**src/rtl/lc3_fetch_prefetch.sv**
```systemverilog
// ---------------------------------------------------------------------------
// lc3_fetch_prefetch
//
// LC-3 fetch stage with an instruction prefetch queue. A fetch PC (fpc)
// issues at most one instruction-memory read per cycle, as long as the
// queue has room for every word already requested. Each returned word is
// queued with the PC it was fetched from. The consumer sees the queue head
// through a valid/ready handshake. A taken branch flushes everything and
// restarts fetching at the branch target.
//
// Parameters
//   ADDR_W   : PC / memory address width
//   DATA_W   : instruction width
//   DEPTH    : queue entries (power of 2, >= 2; >= 3 for one fetch per cycle)
//   RESET_PC : fetch PC after reset
//
// Ports
//   clock        in   rising-edge clock
//   reset        in   asynchronous active-low reset
//   enable_fetch in   0 suppresses new memory requests
//   br_taken     in   redirect + flush strobe
//   br_target    in   redirect address
//   Imem_rd      out  memory read request (combinational)
//   Imem_addr    out  memory read address (= fpc)
//   Imem_dout    in   memory read data, valid the cycle after Imem_rd
//   instr_valid  out  queue head valid
//   instr_ready  in   consumer accepts the head
//   instr        out  head instruction (0 when empty)
//   pc           out  head PC (0 when empty)
//   npc          out  head PC + 1 (0 when empty)
//   count        out  occupied queue entries
// ---------------------------------------------------------------------------
module lc3_fetch_prefetch #(
  parameter int                ADDR_W   = 16,
  parameter int                DATA_W   = 16,
  parameter int                DEPTH    = 4,
  parameter logic [ADDR_W-1:0] RESET_PC = ADDR_W'(16'h3000)
) (
  input  logic                         clock,
  input  logic                         reset,
  input  logic                         enable_fetch,
  input  logic                         br_taken,
  input  logic [ADDR_W-1:0]            br_target,
  output logic                         Imem_rd,
  output logic [ADDR_W-1:0]            Imem_addr,
  input  logic [DATA_W-1:0]            Imem_dout,
  output logic                         instr_valid,
  input  logic                         instr_ready,
  output logic [DATA_W-1:0]            instr,
  output logic [ADDR_W-1:0]            pc,
  output logic [ADDR_W-1:0]            npc,
  output logic [$clog2(DEPTH+1)-1:0]   count
);

  localparam int CNT_W = $clog2(DEPTH + 1);
  localparam int PTR_W = (DEPTH > 1) ? $clog2(DEPTH) : 1;

  // Fetch and in-flight tracking
  logic [ADDR_W-1:0] r_fpc;
  logic              r_inflight;
  logic [ADDR_W-1:0] r_inflight_pc;

  // Circular queue
  logic [DATA_W-1:0] r_data  [DEPTH];
  logic [ADDR_W-1:0] r_pc_q  [DEPTH];
  logic [PTR_W-1:0]  r_wr_ptr;
  logic [PTR_W-1:0]  r_rd_ptr;
  logic [CNT_W-1:0]  r_count;

  logic [CNT_W:0]    w_credit;
  logic              w_issue;
  logic              w_push;
  logic              w_pop;
  logic              w_valid;
  logic [ADDR_W-1:0] w_head_pc;

  // Credit counts the word still in flight, so the queue can never be
  // asked to hold more than DEPTH entries. A pop in this cycle is not
  // counted as free space; that keeps the issue path off the consumer's
  // ready signal.
  assign w_credit = {1'b0, r_count} + (CNT_W+1)'(r_inflight);
  assign w_issue  = reset & enable_fetch & ~br_taken &
                    (w_credit < (CNT_W+1)'(DEPTH));
  assign w_push   = r_inflight & ~br_taken;
  assign w_valid  = (r_count != '0);
  assign w_pop    = w_valid & instr_ready;

  // Fetch PC and in-flight request
  always_ff @(posedge clock or negedge reset) begin
    if (!reset) begin
      r_fpc         <= RESET_PC;
      r_inflight    <= 1'b0;
      r_inflight_pc <= '0;
    end else if (br_taken) begin
      r_fpc      <= br_target;
      r_inflight <= 1'b0;
    end else if (w_issue) begin
      r_fpc         <= r_fpc + ADDR_W'(1);
      r_inflight    <= 1'b1;
      r_inflight_pc <= r_fpc;
    end else begin
      r_inflight <= 1'b0;
    end
  end

  // Queue pointers and occupancy
  always_ff @(posedge clock or negedge reset) begin
    if (!reset) begin
      r_wr_ptr <= '0;
      r_rd_ptr <= '0;
      r_count  <= '0;
    end else if (br_taken) begin
      r_wr_ptr <= '0;
      r_rd_ptr <= '0;
      r_count  <= '0;
    end else begin
      if (w_push) begin
        r_wr_ptr <= r_wr_ptr + PTR_W'(1);
      end
      if (w_pop) begin
        r_rd_ptr <= r_rd_ptr + PTR_W'(1);
      end
      case ({w_push, w_pop})
        2'b10:   r_count <= r_count + CNT_W'(1);
        2'b01:   r_count <= r_count - CNT_W'(1);
        default: r_count <= r_count;
      endcase
    end
  end

  // Queue storage needs no reset: entries are only visible while counted.
  always_ff @(posedge clock) begin
    if (w_push) begin
      r_data[r_wr_ptr] <= Imem_dout;
      r_pc_q[r_wr_ptr] <= r_inflight_pc;
    end
  end

  assign w_head_pc   = r_pc_q[r_rd_ptr];

  assign Imem_rd     = w_issue;
  assign Imem_addr   = r_fpc;
  assign instr_valid = w_valid;
  assign count       = r_count;
  assign instr       = w_valid ? r_data[r_rd_ptr]         : '0;
  assign pc          = w_valid ? w_head_pc                : '0;
  assign npc         = w_valid ? (w_head_pc + ADDR_W'(1)) : '0;

  a_no_overflow : assert property (
    @(posedge clock) disable iff (!reset)
      !(w_push && (r_count == CNT_W'(DEPTH)))
  );

endmodule

```
**config.mk**
```make
export PLATFORM = sky130hd
export DESIGN_NAME = lc3_fetch_prefetch
export DESIGN_NICKNAME = d
export VERILOG_FILES = /design/src/rtl/lc3_fetch_prefetch.sv
export SDC_FILE = /design/constraint.sdc
export NUM_CORES = 1
export LEC_CHECK = 0
export CAP_MARGIN = 20
export CORE_MARGIN = 2
export CORE_UTILIZATION = 40
export CTS_CLUSTER_DIAMETER = 100
export CTS_CLUSTER_SIZE = 28
export DETAILED_ROUTE_END_ITERATION = 7
export PLACE_DENSITY = 0.61
export SYNTH_ARGS = -nofsm -noshare
export SYNTH_HDL_FRONTEND = slang
export SYNTH_SLANG_ARGS = --single-unit
```
**constraint.sdc**
```tcl
create_clock -name clock -period 3.9 [get_ports clock]
set_input_delay 0.78 -clock clock [delete_from_list [all_inputs] [get_ports clock]]
set_output_delay 0.78 -clock clock [all_outputs]
set_load 0.02 [all_outputs]
```
Word-level counts from Yosys, hierarchy flattened

Memory sizes are Yosys's and may differ from the RTL's.
Index checks and enable logic that the tools add are counted.

Register bits after elaboration: 40
Memory bits (writable): 128
Input bits: 37
Output and inout port bits: 69
Memories: 2

$add $sub $neg: 7
Magnitude comparators: 1
Equality and inequality tests: 2
Mux-type cells: 15
Bitwise gates (word level): 6
Reduce and logical (&&, ||, !) cells: 6

Memories:

| memory | words | width | read ports | clocked after Yosys merged registers in | wr ports | line | RTL |
|---|---|---|---|---|---|---|---|
| r_data | 4     | 16    | 1          | 0                                       | 1        | 64   | `logic [DATA_W-1:0] r_data [DEPTH];` |
| r_pc_q | 4     | 16    | 1          | 0                                       | 1        | 65   | `logic [ADDR_W-1:0] r_pc_q [DEPTH];` |

Operators with widths:

| operator                                                              | number |
|---|---|
| 16-bit two-way mux                                                    | 5 |
| 16-bit by 1-bit adder with 16-bit output, second input constant       | 2 |
| 2-bit two-way mux                                                     | 4 |
| 3-bit case mux with 2 select lines                                    | 1 |
| 2-bit nonzero test                                                    | 3 |
| 3-bit nonzero test                                                    | 2 |
| 1-bit bitwise AND                                                     | 5 |
| 2-bit by 1-bit adder with 2-bit output, second input constant         | 2 |
| 3-bit by 1-bit adder with 4-bit output                                | 1 |
| 4-bit by 3-bit < comparator with 1-bit output, second input constant  | 1 |
| 1-bit two-way mux                                                     | 4 |
| 3-bit by 1-bit adder with 3-bit output, second input constant         | 1 |
| 3-bit two-way mux                                                     | 1 |
| 3-bit by 1-bit subtractor with 3-bit output, second input constant    | 1 |
| 2-bit by 1-bit equality test with 1-bit output, second input constant | 1 |
| 2-bit equality test, second input constant                            | 1 |
| 2-bit AND reduction                                                   | 1 |
| 1-bit NOT                                                             | 1 |

Longest topological paths before layout

Gate-level depths: netlist of run 1.

Word-level depth: 5
Gate-level depth with buffers: 9

Worst setup path after synthesis of run 1

OpenSTA, ideal clock, no wires.

Kind: flip-flop to output port
From: register r_rd_ptr[0]
To: output port npc[12]
Arrival: 2.227 ns
Data required time: 3.120 ns
Slack: 0.893 ns
Stages on the path, launching flop included: 9
Path buffers: 2
Cells stage by stage: dfrtp_1 -> buf_6 -> buf_12 -> mux4_1 -> ha_1 -> and4_4 -> and4bb_2 -> xnor2_1 -> nor2_1

Cells in the longest elaborated chain, start to end: 3

RTL lines:

| item                                     | line | RTL |
|---|---|---|
| start, declared                          | 67   | `logic [PTR_W-1:0] r_rd_ptr;` |
| start signal, assigned                   | 121  | `r_rd_ptr <= r_rd_ptr + PTR_W'(1);` |
| memory 4 x 16 bit                        | --   |  |
| 16-bit by 1-bit adder with 16-bit output | 147  | `assign npc = w_valid ? (w_head_pc + ADDR_W'(1)) : '0;` |
| 16-bit two-way mux                       | 147  |  |
| end, declared                            | 51   | `output logic [ADDR_W-1:0] npc,` |

Every way passes these cells.

Worst setup path after layout of run 1

From: register r_rd_ptr[0]
To: output port npc[15]

The elaborated chain is that of the path after synthesis.

==> results_dict.tcl, run 1 <==
set metrics [dict create \
    run_status "finished clean" \
    unrepaired_setup_endpoints_after_global_routing "false" \
    worstPathBufferInverterCount 3 \
    vdd_ir_drop_max_mv 0.434 \
    post-synth-top-area-fraction_pct 52.7 \
    grt_util_all_layers_pct 16.3 \
    synth_largest_area_cell "sky130_fd_sc_hd__edfxtp_1" \
    nets 645 \
    drive_above_1_share_pct 14.7 \
    initial_utilization_pct 40.7 \
    period_share_pct 96.3 \
    synth_seq_area_share_pct 66.5 \
    fin_setup_tns_ns 0 \
    place.port_buffers 105 \
    async_flop_share_pct 23.8 \
    final_setup_slack_of_the_worst_path_ns 0.143 \
    die_width_um 139 \
    dpl.hpwl_um 9790 \
    synth_area_in_compound_gates_pct 3.66 \
    crit_chain "buf_4, buf_4, mux4_1, nand4_1, nor4_2, xnor2_1, nor2_1, clkdlybuf4s50_1" \
    timing.fmax_mhz 266 \
    register_area_mm2 0.00485 \
    synth_edf_count 128 \
    grt_start_max_net_pins 41 \
    synthSimpleGateAreaFrac_pct 12.9 \
    postSynthRegisterBits 168 \
    crit_arrival_ns 2.98 \
    design_area_mm2 0.00915 \
    setup_viol 0 \
    critical_path.reg2reg.startpoint "count[0]$_DFFE_PN0P_" \
    synth.net_count 529 \
    numCtsBuffers 17 \
    die_y_um 139 \
    clk_transition_reported_paths_ns 0.06 \
    core.rowCount 49 \
    avg_vias_per_cell 5.22 \
    skew_ns 0.00645 \
    drtPass1Iterations 4 \
    cts_tree "built" \
    cts_hold_buf 0 \
    dr.first_iter.drc_count 283 \
    post-place-ws_ns 0.314 \
    boundaryPins 106 \
    remaining_global_route_overflow 0 \
    core_region_area_mm2 0.0179 \
    synth_top_family_by_area "simple AND/OR/NAND/NOR gates" \
    crit_family "buffers and inverters" \
    fillerInstances 1515 \
    startpoint_type "register" \
    synth.mux.area_fraction_pct 10.9 \
    yosys.area_share.xor_xnor_pct 2.16 \
    postSynth.topFlopCell "sky130_fd_sc_hd__edfxtp_1" \
    yosysMostFrequentCell "sky130_fd_sc_hd__edfxtp_1" \
    multiInputGateArea_mm2 0.00225 \
    netlist_instances 485 \
    placed_area_mm2 0.00856 \
    maxCapViolCount 0 \
    timing.hold.worst.class "in2async" \
    synth_area_per_cell_um2 15.0 \
    insertedDiodeCount 0 \
    ranking_of_synthesized_cells_by_instance_count "sky130_fd_sc_hd__edfxtp_1 (128), sky130_fd_sc_hd__nand2_1 (72), sky130_fd_sc_hd__dfrtp_1 (38), sky130_fd_sc_hd__and2_1 (35), sky130_fd_sc_hd__nor2_1 (34)" \
    minimum_clock_period_ns 3.76 \
    worst-setup-path-type "reg2out" \
    syn-cell-area_mm2 0.00729 \
    final_max_slew_viol_count 0 \
    synth_fa_ha_area_share_pct 1.30 \
    grt_pass1_wl_um 24300 \
    yosys_warnings 0 \
    critPathMostFrequentCell "sky130_fd_sc_hd__buf_4" \
    drt_wl_total_um 15200 \
    power.leakage_uw 0.00328 \
    synthToLayoutAreaGrowth_pct 25.6 \
    endpoint_kind "output pin" \
    worstSetupStartpoint "r_rd_ptr[0]$_DFFE_PN0P_" \
    drc 0 \
    postRouteAntennaNets 0 \
    worst_pin_slew_ns 0.968 \
    clock_tree.root_cell "sky130_fd_sc_hd__clkbuf_16" \
    detail_route.wl_per_cell_um 18.1 \
    worst_path_largest_cell_delay_ns 0.66 \
    netlist_top_cells_area "sky130_fd_sc_hd__edfxtp_1 (53%), sky130_fd_sc_hd__dfrtp_1 (13%), sky130_fd_sc_hd__mux4_2 (5.6%), sky130_fd_sc_hd__mux4_1 (5.0%), sky130_fd_sc_hd__nand2_1 (3.7%)" \
    floorplan.die_area_mm2 0.0193 \
    critPathSlowestCell "sky130_fd_sc_hd__mux4_1" \
    clock_insertion_delay_worst_skew_ns 0.42 \
    cts-root-to-sink-buffers 2 \
    critPathRequiredTime_ns 3.12 \
    yosysUniqueCellTypes 49 \
    clock_sink_count 168 \
    power_density_mw_per_mm2 684 \
    timing_hold_violations_final 0 \
    first_global_vias 4385 \
    critPathMaxFanout 6 \
    clock_tree.htree_level_count 4 \
    grt_antenna_before_repair 0 \
    route.vias.total 4399 \
    slew_headroom_pct 35.3 \
    finalWeightedCongestion 0.820 \
]
-- metal layers --
layer | part of all wire [%] | vias up | GRT usage (%)
met1 | 46 | 2179 | 22.8
li1 | - | 2056 | -
met5 | 0 | - | 0
met4 | 1.0 | 0 | 4.73
met2 | 48 | 149 | 25.5
met3 | 5.0 | 15 | 4.11
-- worst reg2reg max path, cell delays in order, from the launching register on --
cell	delay, ns
sky130_fd_sc_hd__dfrtp_1	0.45
sky130_fd_sc_hd__nor3_2	0.32
sky130_fd_sc_hd__inv_1	0.24
sky130_fd_sc_hd__nand2_1	0.27
sky130_fd_sc_hd__nor2_1	0.09
sky130_fd_sc_hd__fa_1	0.42
sky130_fd_sc_hd__nor3_1	0.20
sky130_fd_sc_hd__nor3_1	0.07
sky130_fd_sc_hd__a211oi_1	0.23
-- cell type report --
type / instances / area share (%)
clock buffers: 17 / 4.65
well taps: 229 / 3.13
inverters: 7 / 0.287
flip-flops and latches: 168 / 53.0
multi-input cells: 285 / 24.5
repair buffers: 122 / 13.1
clock inverters: 15 / 1.31
-- cells by family (layout without fill, tap and decap cells) --
logic type | after synthesis | count (layout)
simple gates | 186 | 186
fa+ha+maj | 7 | 7
buf+inv | 32 | 161
mux | 34 | 34
flops | 168 | 168
compound gates | 40 | 40
xor+xnor | 18 | 18
-- per-stage QoR --
step / util (%) / hold slack, ns / power [uW] / cells
2_1_floorplan: - / 0.476 / 3660 / 485
3_3_place_gp: 47.8 / 0.487 / 4660 / 807
3_5_place_dp: 47.8 / 0.510 / 4690 / 807
4_1_cts: 51.0 / 0.495 / 6250 / 842
5_1_grt: 51.1 / 0.504 / 6580 / 843
6_report: 51.1 / 0.457 / 6260 / 843
-- where the power goes --
part           switching [uW]  leakage (uW)  total (uW)  internal (uW)
registers                 174       0.00166        2310           2130
clock network             702      0.000268        1530            827
logic                    1280       0.00135        2420           1150
-- what timing repair did --
item                                    4_1_cts  5_1_grt
setup buffers                                 3        0
endpoints found under the setup margin        5        8
gates resized for setup                       0       12
-- path summary, 6_finish.rpt --
| path | endpoint | slack, ns | depth (start not counted) |
|---|---|---|---|
| max | npc[15] | 0.14 | 8 |
| min | Imem_addr[6]$_DFFE_PN0P_ | 0.46 | 2 |
| max reg2reg | count[2]$_DFFE_PN0P_ | 1.51 | 8 |
| min reg2reg | r_pc_q[1][13]$_DFFE_PP_ | 0.52 | 0 |
| max in group asynchronous | r_rd_ptr[1]$_DFFE_PN0P_ | 3.05 | 2 |
| min in group clock | r_pc_q[1][13]$_DFFE_PP_ | 0.52 | 0 |
-- layout by cell type, fill, tap and decap left out, types with 3 or more instances in the layout --
cell type                         netlist  routed
sky130_fd_sc_hd__edfxtp_1             128     128
sky130_fd_sc_hd__clkdlybuf4s50_1        0     102
sky130_fd_sc_hd__nand2_1               72      72
sky130_fd_sc_hd__dfrtp_1               38      36
sky130_fd_sc_hd__and2_1                35      35
sky130_fd_sc_hd__nor2_1                34      34
sky130_fd_sc_hd__mux4_2                18      24
sky130_fd_sc_hd__clkbuf_16              0      17
sky130_fd_sc_hd__buf_4                  1      16
sky130_fd_sc_hd__o21ai_0               13      13
sky130_fd_sc_hd__xnor2_1               11      11
sky130_fd_sc_hd__nand3_1               10       9
sky130_fd_sc_hd__mux4_1                14       8
sky130_fd_sc_hd__xor2_1                 7       7
sky130_fd_sc_hd__nor3_1                 7       7
sky130_fd_sc_hd__inv_1                  6       6
sky130_fd_sc_hd__ha_1                   6       6
sky130_fd_sc_hd__a22oi_1                5       5
sky130_fd_sc_hd__inv_6                  0       5
sky130_fd_sc_hd__clkinv_4               0       5
sky130_fd_sc_hd__a21oi_1                4       4
sky130_fd_sc_hd__a31oi_1                4       4
sky130_fd_sc_hd__o311ai_0               4       4
sky130_fd_sc_hd__nand4_1                3       3
sky130_fd_sc_hd__nor4_1                 5       3
sky130_fd_sc_hd__and3_1                 3       3
sky130_fd_sc_hd__or4_1                  3       3
sky130_fd_sc_hd__a21o_1                 3       3
sky130_fd_sc_hd__a221o_1                3       3
-- sequential cells by signal, indices dropped and copies added (netlist names) --
register       count
r_data            64
r_pc_q            64
Imem_addr         16
r_inflight_pc     16
count              3
r_rd_ptr           2
r_wr_ptr           2
r_inflight         1
Note: power is estimated with default switching activity, not from simulation.
==> run 2, diff against run 1 <==
--- a/config.mk
+++ b/config.mk
@@ -5,7 +5,7 @@
 export SDC_FILE = /design/constraint.sdc
 export NUM_CORES = 1
 export LEC_CHECK = 0
-export CAP_MARGIN = 20
+export CAP_MARGIN = 10
 export CORE_MARGIN = 2
 export CORE_UTILIZATION = 40
 export CTS_CLUSTER_DIAMETER = 100
==> run 2 against run 1 <==
Utilization is 0.15 points lower. Register-to-register slack worse by 0.48 ns. Critical path depth stayed put. Fmax about the same. Highest routed layer unchanged. Total power is 1.0% lower. Final cell count decreased by 0.12%. First-iteration DRC count down 12%. Non-clock buffer count down 1. Final area decreased by 0.30%. Clock-buffer cell count unchanged.
==> results_dict.tcl, run 2 (synthesis gave the netlist of run 1 again) <==
set metrics [dict create \
    run_status "finished clean" \
    period_share_pct 96.3 \
    regToRegSetupSlack_ns 1.03 \
    die_width_um 139 \
    clock_tree.htree_level_count 4 \
    insertedDiodeCount 0 \
    grt_antenna_before_repair 0 \
    final-instance-count-excl-fill 842 \
    timing.hold.worst.class "in2async" \
    skew_ns 0.00636 \
    vdd_ir_drop_max_mv 0.431 \
    grt_util_all_layers_pct 16.3 \
    endpoint "npc[15]" \
    clock_insertion_delay_worst_skew_ns 0.42 \
    setup_viol 0 \
    grt_start_max_net_pins 41 \
    drive_above_1_share_pct 14.5 \
    timing_hold_violations_final 0 \
    clk_transition_reported_paths_ns 0.07 \
    worstSetupStartpoint "r_rd_ptr[0]$_DFFE_PN0P_" \
    cts-root-to-sink-buffers 2 \
    place.port_buffers 105 \
    remaining_global_route_overflow 0 \
    minimum_clock_period_ns 3.76 \
    detail_route.wl_per_cell_um 18.0 \
    avg_vias_per_cell 5.20 \
    maxCapViolCount 0 \
    r2r_cells 8 \
    route.vias.total 4379 \
    power_density_mw_per_mm2 679 \
    boundaryPins 106 \
    grt_pass1_wl_um 24300 \
    crit-reg2reg-capture "count[2]$_DFFE_PN0P_" \
    fin_setup_tns_ns 0 \
    cts_hold_buf 0 \
    unrepaired_setup_endpoints_after_global_routing "false" \
    worst-setup-path-type "reg2out" \
    clock_tree.root_cell "sky130_fd_sc_hd__clkbuf_16" \
    power.leakage_uw 0.00327 \
    startpoint_type "register" \
    finalHoldWorstSlack_ns 0.455 \
    synthToLayoutAreaGrowth_pct 25.2 \
    cts_tree "built" \
    initial_utilization_pct 40.7 \
    die_y_um 139 \
    endpoint_kind "output pin" \
    critical_path.reg2reg.startpoint "count[0]$_DFFE_PN0P_" \
    numCtsBuffers 17 \
    post-place-ws_ns 0.314 \
    leading_cell_types_in_the_layout_fill_and_taps_excluded "sky130_fd_sc_hd__edfxtp_1 (128), sky130_fd_sc_hd__clkdlybuf4s50_1 (102), sky130_fd_sc_hd__nand2_1 (72)" \
    worst_pin_slew_ns 1.03 \
    finalWeightedCongestion 0.820 \
    dpl.hpwl_um 9790 \
    dr.first_iter.drc_count 248 \
    core.rowCount 49 \
    core_region_area_mm2 0.0179 \
    drc 0 \
    clock_sink_count 168 \
    drt_wl_total_um 15200 \
    timing.fmax_mhz 266 \
    first_global_vias 4385 \
    postRouteAntennaNets 0 \
    drtPass1Iterations 4 \
    dpl.cell_count 807 \
    floorplan.die_area_mm2 0.0193 \
    critPathRequiredTime_ns 3.12 \
    slew_headroom_pct 31.2 \
    nets 644 \
    critPathMaxFanout 6 \
    reg_top3 "r_data (64), r_pc_q (64)" \
    crit_arrival_ns 2.98 \
    final_max_slew_viol_count 0 \
    fillerInstances 1517 \
    most_common_cell_after_layout_fill_and_taps_aside "sky130_fd_sc_hd__edfxtp_1" \
    final_setup_slack_of_the_worst_path_ns 0.144 \
]
## run 2: cell count changes in the layout (fill, tap and decap cells not counted)
| cell | delta |
|---|---|
| sky130_fd_sc_hd__buf_16 | -1 |
## run 2: worst min-delay path by stage
stage,start,endpoint,slack [ns],depth (start not counted)
4_1_cts,reset,Imem_addr[8]$_DFFE_PN0P_,0.49,2
2_1_floorplan,reset,Imem_addr[0]$_DFFE_PN0P_,0.48,0
3_5_place_dp,r_inflight_pc[2]$_DFFE_PN0P_,r_pc_q[1][2]$_DFFE_PP_,0.51,0
6_report,reset,Imem_addr[8]$_DFFE_PN0P_,0.45,2
5_1_grt,reset,Imem_addr[8]$_DFFE_PN0P_,0.50,2
3_3_place_gp,r_inflight_pc[12]$_DFFE_PN0P_,r_pc_q[2][12]$_DFFE_PP_,0.49,0
## run 2: area by class of cell
type	instances	area [um^2]	area share [%]
clock buffers	17	425	4.66
clock inverters	15	120	1.32
inverters	7	26.3	0.288
multi-input cells	285	2250	24.6
flip-flops and latches	168	4850	53.1
well taps	229	287	3.14
repair buffers	121	1170	12.8
## run 2: where the power goes
part	switching (uW)	internal (uW)	total, uW
clock network	704	828	1530
logic	1260	1090	2360
registers	174	2130	2310
total	2140	4050	6190
## run 2: timing repair
action | CTS | global route
pin swaps | 0 | 0
gates cloned | 0 | 0
setup buffers | 3 | 0
gates resized for setup | 0 | 12
endpoints found under the setup margin | 5 | 8
## run 2: metal layers
metal,vias up,global-route usage (%),wire length (um)
li1,2056,-,-
met1,2179,22.8,6970
met2,129,25.5,7340
met3,15,4.11,725
met4,0,4.73,153
met5,-,0,0
## run 2: metrics by stage
step	utilization [%]	total power, uW	instance area (um^2)
6_report	51.0	6190	9130
5_1_grt	51.0	6510	9130
4_1_cts	51.0	6250	9130
3_5_place_dp	47.8	4690	8560
3_3_place_gp	47.8	4660	8560
2_1_floorplan	-	3660	7290
## run 2: worst max-delay path, cell delays in order, from the launching register on
cell and delay [ns]:
sky130_fd_sc_hd__dfrtp_2 0.42, sky130_fd_sc_hd__buf_4 0.18, sky130_fd_sc_hd__buf_4 0.12, sky130_fd_sc_hd__mux4_1 0.66, sky130_fd_sc_hd__nand4_1 0.19, sky130_fd_sc_hd__nor4_2 0.06, sky130_fd_sc_hd__xnor2_1 0.12, sky130_fd_sc_hd__nor2_1 0.15
sky130_fd_sc_hd__clkdlybuf4s50_1 0.64
